==> src/rtl/stack_arbiter.sv <==
// Two-client round-robin arbiter serialising push/pop requests onto a shared LIFO.
// Illegal operations (push when full, pop when empty) are absorbed and counted.
module stack_arbiter #(
    parameter int DATA_WIDTH = 8,
    parameter int CNT_WIDTH  = 8
) (
    input  logic                  clk,
    input  logic                  rst,
    input  logic                  req0,
    input  logic                  op0,
    input  logic [DATA_WIDTH-1:0] wdata0,
    input  logic                  req1,
    input  logic                  op1,
    input  logic [DATA_WIDTH-1:0] wdata1,
    output logic                  ack0,
    output logic                  ack1,
    output logic [DATA_WIDTH-1:0] rdata,
    output logic                  err,
    output logic                  busy,
    output logic                  st_push,
    output logic                  st_pop,
    output logic [DATA_WIDTH-1:0] st_wdata,
    input  logic [DATA_WIDTH-1:0] st_rdata,
    input  logic                  st_full,
    input  logic                  st_empty,
    output logic [CNT_WIDTH-1:0]  ovf_cnt,
    output logic [CNT_WIDTH-1:0]  udf_cnt
);

    typedef enum logic [1:0] {IDLE, EXEC, CAPT, RESP} state_t;

    state_t                state_q;
    logic                  grant_q;
    logic                  op_q;
    logic                  last_grant_q;
    logic                  err_q;
    logic                  ack0_q;
    logic                  ack1_q;
    logic                  err_out_q;
    logic [DATA_WIDTH-1:0] wdata_q;
    logic [DATA_WIDTH-1:0] rdata_q;
    logic [CNT_WIDTH-1:0]  ovf_q;
    logic [CNT_WIDTH-1:0]  udf_q;
    logic                  grant_d;

    // On a tie the client that did not win the previous tie is served.
    always_comb begin
        grant_d = 1'b1;
        if (req0) begin
            grant_d = req1 ? ~last_grant_q : 1'b0;
        end
    end

    always_ff @(posedge clk or negedge rst) begin
        if (!rst) begin
            state_q      <= IDLE;
            grant_q      <= 1'b0;
            op_q         <= 1'b0;
            last_grant_q <= 1'b1;
            err_q        <= 1'b0;
            ack0_q       <= 1'b0;
            ack1_q       <= 1'b0;
            err_out_q    <= 1'b0;
            wdata_q      <= '0;
            rdata_q      <= '0;
            ovf_q        <= '0;
            udf_q        <= '0;
        end else begin
            ack0_q    <= 1'b0;
            ack1_q    <= 1'b0;
            err_out_q <= 1'b0;
            case (state_q)
                IDLE: begin
                    if (req0 || req1) begin
                        grant_q <= grant_d;
                        op_q    <= grant_d ? op1 : op0;
                        wdata_q <= grant_d ? wdata1 : wdata0;
                        if (req0 && req1) begin
                            last_grant_q <= grant_d;
                        end
                        state_q <= EXEC;
                    end
                end
                EXEC: begin
                    if (op_q && st_full) begin
                        err_q <= 1'b1;
                        if (ovf_q != '1) ovf_q <= ovf_q + 1'b1;
                    end else if (!op_q && st_empty) begin
                        err_q <= 1'b1;
                        if (udf_q != '1) udf_q <= udf_q + 1'b1;
                    end
                    state_q <= CAPT;
                end
                CAPT: begin
                    rdata_q   <= (!op_q && !err_q) ? st_rdata : '0;
                    ack0_q    <= ~grant_q;
                    ack1_q    <= grant_q;
                    err_out_q <= err_q;
                    state_q   <= RESP;
                end
                RESP: begin
                    err_q   <= 1'b0;
                    state_q <= IDLE;
                end
                default: state_q <= IDLE;
            endcase
        end
    end

    // Strobes are decoded from state so an async reset removes them at once.
    assign st_push  = (state_q == EXEC) && op_q && !st_full;
    assign st_pop   = (state_q == EXEC) && !op_q && !st_empty;
    assign st_wdata = st_push ? wdata_q : '0;

    assign ack0    = ack0_q;
    assign ack1    = ack1_q;
    assign err     = err_out_q;
    assign rdata   = rdata_q;
    assign busy    = (state_q != IDLE);
    assign ovf_cnt = ovf_q;
    assign udf_cnt = udf_q;

endmodule

==> config.mk <==
export PLATFORM = sky130hd
export DESIGN_NAME = stack_arbiter
export DESIGN_NICKNAME = d
export VERILOG_FILES = /design/src/rtl/stack_arbiter.sv
export SDC_FILE = /design/constraint.sdc
export NUM_CORES = 1
export LEC_CHECK = 0
export BUFFER_PORTS_ARGS = -buffer_cell sky130_fd_sc_hd__buf_2
export CORE_MARGIN = 2
export CORE_UTILIZATION = 35
export CTS_BUF_LIST = sky130_fd_sc_hd__clkbuf_4 sky130_fd_sc_hd__clkbuf_8
export DETAILED_ROUTE_END_ITERATION = 8
export GPL_ROUTABILITY_DRIVEN = 0
export PLACE_DENSITY_LB_ADDON = 0.12
export SYNTH_ARGS = -nofsm -noshare
export SYNTH_HDL_FRONTEND = slang
export SYNTH_SLANG_ARGS = --single-unit
==> constraint.sdc <==
create_clock -name clk -period 3.2 [get_ports clk]
set_input_delay 0.64 -clock clk [delete_from_list [all_inputs] [get_ports clk]]
set_output_delay 0.64 -clock clk [all_outputs]
set_load 0.02 [all_outputs]
Word-level counts from Yosys, hierarchy flattened
Index checks and enable logic that the tools add are counted.
{ "word_totals": {"memories": 0, "in_bits": 32, "regBits": 41, "latchBits": 0, "wordCells": 59, "rom_bits": 0, "mem_bits_rw": 0, "out_inout_bits": 38} }
{ "op_classes": {"bitwise": 3, "eq_ne": 7, "addsub": 2, "div_mod_pow": 0, "shift": 0, "muxes": 14, "magnitude_cmp": 0, "mul": 0, "reduce_logical": 21} }
{ "op_table": {"columns": ["operator", "count"], "rows": [
  ["$mux 8", 3],
  ["$add 8x1->8 const B", 2],
  ["$ne 8x8->1 const B", 2],
  ["$logic_and 1x1->1", 8],
  ["$mux 1", 8],
  ["$pmux 2 s4", 1],
  ["$reduce_and 3->1", 2],
  ["$eq 2x2->1 const B", 2],
  ["$logic_not 1->1", 4],
  ["$reduce_and 2->1", 2],
  ["$reduce_and 4->1", 1],
  ["$reduce_bool 2->1", 2],
  ["$ne 3x3->1 const B", 1],
  ["$not 1->1", 3],
  ["$eq 2x1->1 const B", 1],
  ["$logic_not 2->1", 1],
  ["$mux 2", 1],
  ["$ne 2x2->1 const B", 1],
  ["$pmux 1 s2", 1],
  ["$logic_or 1x1->1", 1]
]} }

Depth between registers and ports, before layout
{ "logic_depth": {"ltp_word": 5, "ltp_mapped": 6, "mapped_depth_nobuf": 6} }

Worst setup path before layout
No wires, ideal clock.
{ "synth_path": {"kind": "reg-to-output", "startpoint": "reg state_q[1]", "endpoint": "out st_wdata[0]", "n_path_buf": 0, "required_ns": 2.560, "t_arrival_ns": 1.500, "path_stages_with_launch": 6, "slack_ns": 1.060, "cell_sequence": "dfrtp_1 -> inv_1 -> ha_1 -> nand2_1 -> nor2_1 -> and2_1"} }
{ "synth_via": {"elab_chain_cells": 4} }
{ "synth_rtl": {"columns": ["element", "line", "source"], "rows": [
  ["start, declared", "32", "state_t state_q;"],
  ["start signal, assigned", "56", "state_q <= IDLE;"],
  ["start signal, assigned", "81", "state_q <= EXEC;"],
  ["start signal, assigned", "92", "state_q <= CAPT;"],
  ["$eq 2x1->1", "111", "assign st_push = (state_q == EXEC) && op_q && !st_full;"],
  ["$logic_and 1x1->1 (2 in a row)", "111", null],
  ["via st_push", "20", "output logic st_push,"],
  ["$mux 8", "113", "assign st_wdata = st_push ? wdata_q : '0;"],
  ["end, declared", "22", "output logic [DATA_WIDTH-1:0] st_wdata,"]
]} }
The timed path passes the listed nets, and every way through them passes these cells.

Final worst setup path
{ "layout_path": {"startpoint": "reg state_q[1]", "endpoint": "out st_wdata[5]"} }
{ "layout_via": {"elab_chain_cells": 4} }
{ "layout_rtl": {"columns": ["element", "line"], "rows": [
  ["$eq 2x1->1", "111"],
  ["$logic_and 1x1->1 (2 in a row)", "111"],
  ["$mux 8", "113"]
]} }
No other way between the ends.

==> results.rst <==
.. list-table::
   :header-rows: 1

   * - Metric
     - Value
   * - Clock group share of total power
     - 18.8%
   * - Critical-path top delay cell
     - sky130_fd_sc_hd__nor2_1
   * - Hold Path Class
     - reg -> reg
   * - Clock skew after layout
     - 0.00706 ns
   * - Count of cells resized by post-cts repair
     - 0
   * - Cells after Synth
     - 189
   * - Critical setup path kind
     - reg -> out
   * - CP cell instances
     - inv_1, ha_1, nand2_1, nor2_1, and2_1, buf_2
   * - Detailed Route WL
     - 3910 um
   * - Fraction of power consumed by combinational cells
     - 37.6%
   * - Seq/Total Area, Yosys
     - 52.6%
   * - Internal power
     - 1.18 mW
   * - Worst-case vdd ir drop
     - 0.339 mV
   * - Total number of vias
     - 1546
   * - Number of cells in the design after placement
     - 327
   * - Async S/R FF share, synth
     - 100%
   * - Nets in the synthesized netlist
     - 228
   * - Power spent charging and discharging nets
     - 737 uW
   * - Post-synth EDFFs
     - 0
   * - Depth of the CTS H-tree
     - 2
   * - Design Power
     - 1.91 mW
   * - Number of buffers added for setup after CTS
     - 0
   * - Horizontal extent of the die
     - 78.7 um
   * - Hpwl dp
     - 2840 um
   * - Wire length of the first global-routing pass
     - 6340 um
   * - Count of cell types in the netlist
     - 34
   * - Count of buffers from port buffering
     - 69
   * - Worst path setup slack after routing
     - 0.643 ns
   * - Setup TNS
     - 0 ns
   * - Required arrival time at the worst endpoint
     - 2.56 ns
   * - Worst EP arrival
     - 1.92 ns
   * - Yosys warnings
     - 0
   * - Switching share of total power
     - 38.5%
   * - Most common cell after layout, fill and taps aside
     - sky130_fd_sc_hd__buf_2
   * - Element type at the critical path end
     - output pin
   * - Post-synthesis instance area
     - 1950 sq um
   * - Sink count of the clock tree
     - 41
   * - Met3 WL
     - 201 um
   * - Max-slew violation count
     - 0
   * - Top FF cell, synth
     - sky130_fd_sc_hd__dfrtp_1
   * - Pin count of the biggest net entering global routing
     - 42
   * - Top-Level Pins
     - 70
   * - Antenna fix cells
     - 0
   * - CTS tree
     - built
   * - Clock latency reported for the late side of the worst-skew pair
     - 0.29 ns
   * - Congestion Overflow GR
     - 0
   * - Headroom to the max-slew limit
     - 40.1%
   * - Area share of the largest cell type after synthesis
     - 51.2%
   * - Multi-input combinational cell area
     - 852 sq um
   * - Post-layout minimum cycle time
     - 2.56 ns
   * - Total of max-cap violations
     - 0
   * - Via count of the first global-routing pass
     - 1405
   * - Yosys top cell by area
     - sky130_fd_sc_hd__dfrtp_1
   * - Initial DRC Count
     - 22
   * - Area taken by flip-flops and latches
     - 1030 sq um
   * - Cell area power density
     - 772 nW/um^2
   * - Unrepaired setup endpoints after global routing
     - no
   * - Peak per-stage delay on the critical path
     - 0.42 ns
   * - Slew of the pin with the lowest slew margin
     - 0.899 ns
   * - Initial Util
     - 35.9%
   * - Total core area
     - 5440 sq um
   * - Result of the run
     - finished, final reports clean
   * - Layout-stage area growth over the synthesis result
     - 27.0%
   * - Count of placed standard cells in the final layout, fillers left out
     - 335
   * - Final core utilization
     - 45.6%
   * - Root cell of the clock tree
     - sky130_fd_sc_hd__clkbuf_8
   * - Hold WS
     - 0.452 ns
   * - Post-route antenna net violation count
     - 0
   * - Final design area excluding fillers
     - 2480 sq um
   * - Share of layout cells above drive strength 1
     - 35.4%
   * - Peak Freq
     - 391 MHz
   * - DRC violation count after routing
     - 0
   * - Crit path max fanout
     - 9
   * - Largest delay contributor family on the critical path
     - simple AND/OR/NAND/NOR gates
   * - Overall fraction of global-route tracks in use
     - 13.1%
   * - Fillers
     - 535
   * - Setup violation total in the final timing report
     - 0
   * - Top post-synthesis cells by area
     - sky130_fd_sc_hd__dfrtp_1, sky130_fd_sc_hd__o21ai_0, sky130_fd_sc_hd__mux2i_1, sky130_fd_sc_hd__ha_1, sky130_fd_sc_hd__mux2_2
   * - Router iterations before antenna repair
     - 4
   * - Leakage component of the power
     - 1.30 nW
   * - WL met1
     - 1850 um
   * - Share of the clock period used by the worst path
     - 79.9%
   * - Initial antenna violation count
     - 0
   * - Number of rows created at floorplan
     - 27
   * - Synthesized area per cell
     - 10.3 sq um
   * - Uppermost signal routing layer after detailed routing
     - met4
   * - Most frequent cells in the layout
     - sky130_fd_sc_hd__buf_2, sky130_fd_sc_hd__dfrtp_1, sky130_fd_sc_hd__o21ai_0
   * - Final-report hold violation count
     - 0
   * - Dpl ws
     - 0.947 ns
   * - Worst path bufs/invs
     - 2
   * - Register bit total from synthesis
     - 41
   * - Routed length per placed instance
     - 11.7 um
   * - Die footprint
     - 6190 sq um
   * - Count of hold-fix buffers inserted at cts
     - 0
   * - Part of the total power dissipated in sequential elements
     - 43.6%
   * - Number of nets in the finished design
     - 301
   * - WL met2
     - 1810 um
   * - Placed instance area
     - 2380 sq um
   * - Num CTS Buffers
     - 5
   * - Via density
     - 4.61
   * - Deepest clock path buffer count
     - 2
   * - Kind of launch point of the worst setup path
     - flop
   * - Clock-pin slew of the registers on the worst-case setup and hold paths
     - 0.08 ns
   * - Die extent in y
     - 78.7 um
## power groups by stage
stage	sequential (mW)	clock [mW]	combinational [mW]
final	0.834	0.360	0.720
after global routing	0.864	0.399	0.811
after CTS	0.837	0.377	0.733
after detailed placement	0.842	0	0.734
after global placement	0.848	0	0.723
after floorplan	0.930	0	0.396
## final cells by class
type / instances / area share [%]
sequential: 41 / 41.4
tap: 72 / 3.63
multi-input combinational: 129 / 34.4
timing repair buffer: 71 / 14.5
clock buffer: 8 / 3.94
inverter: 14 / 2.12
## synthesized netlist by cell type, types with 6 or more instances
cell type / number
sky130_fd_sc_hd__nor2_1: 7
sky130_fd_sc_hd__inv_1: 14
sky130_fd_sc_hd__a21oi_1: 8
sky130_fd_sc_hd__nand3_1: 13
sky130_fd_sc_hd__mux2_2: 6
sky130_fd_sc_hd__nand2_1: 17
sky130_fd_sc_hd__and2_1: 10
sky130_fd_sc_hd__xnor2_1: 6
sky130_fd_sc_hd__o21ai_0: 19
sky130_fd_sc_hd__mux2i_1: 9
sky130_fd_sc_hd__dfrtp_1: 40
sky130_fd_sc_hd__ha_1: 7
## logic make-up after synthesis
family / synth area share, %
flip-flops: 52.6
buffers and inverters: 3.78
XOR/XNOR: 3.59
adder cells (fa/ha/maj): 4.48
multiplexers: 8.84
AO/OA/AOI/OAI: 9.35
AND/OR/NAND/NOR: 17.4
## worst register-to-register path, cell delays in order, from the launching register on
cell and delay (ns):
sky130_fd_sc_hd__dfrtp_1 0.41, sky130_fd_sc_hd__inv_1 0.11, sky130_fd_sc_hd__ha_1 0.25, sky130_fd_sc_hd__and3b_2 0.26
sky130_fd_sc_hd__and3_4 0.21, sky130_fd_sc_hd__and4_4 0.22, sky130_fd_sc_hd__mux2_4 0.29
## metal layers
layer | global-route usage, % | vias up
li1 | - | 789
met1 | 17.2 | 704
met2 | 20.7 | 48
met3 | 3.18 | 5
met4 | 5.26 | 0
met5 | 0 | -
## worst paths after layout
check                           start          end  depth (start not counted)  slack [ns]
min reg2reg                   grant_q         ack0                          1        0.45
max                        state_q[1]  st_wdata[5]                          6        0.64
min in group asynchronous         rst   udf_cnt[4]                          1        0.48
min                           grant_q         ack0                          1        0.45
max in group asynchronous         rst   wdata_q[2]                          1        2.16
max reg2reg                state_q[1]   udf_cnt[6]                          6        1.34
## flip-flops by register name, indices dropped and copies added (netlist names)
| name | flops |
|---|---|
| err | 1 |
| rdata | 8 |
| ack0 | 1 |
| err_q | 1 |
| wdata_q | 8 |
| state_q | 2 |
| ack1 | 1 |
| grant_q | 1 |
| udf_cnt | 8 |
| last_grant_q | 1 |
| op_q | 1 |
| ovf_cnt | 8 |
Note: power is estimated with default switching activity, not from simulation.
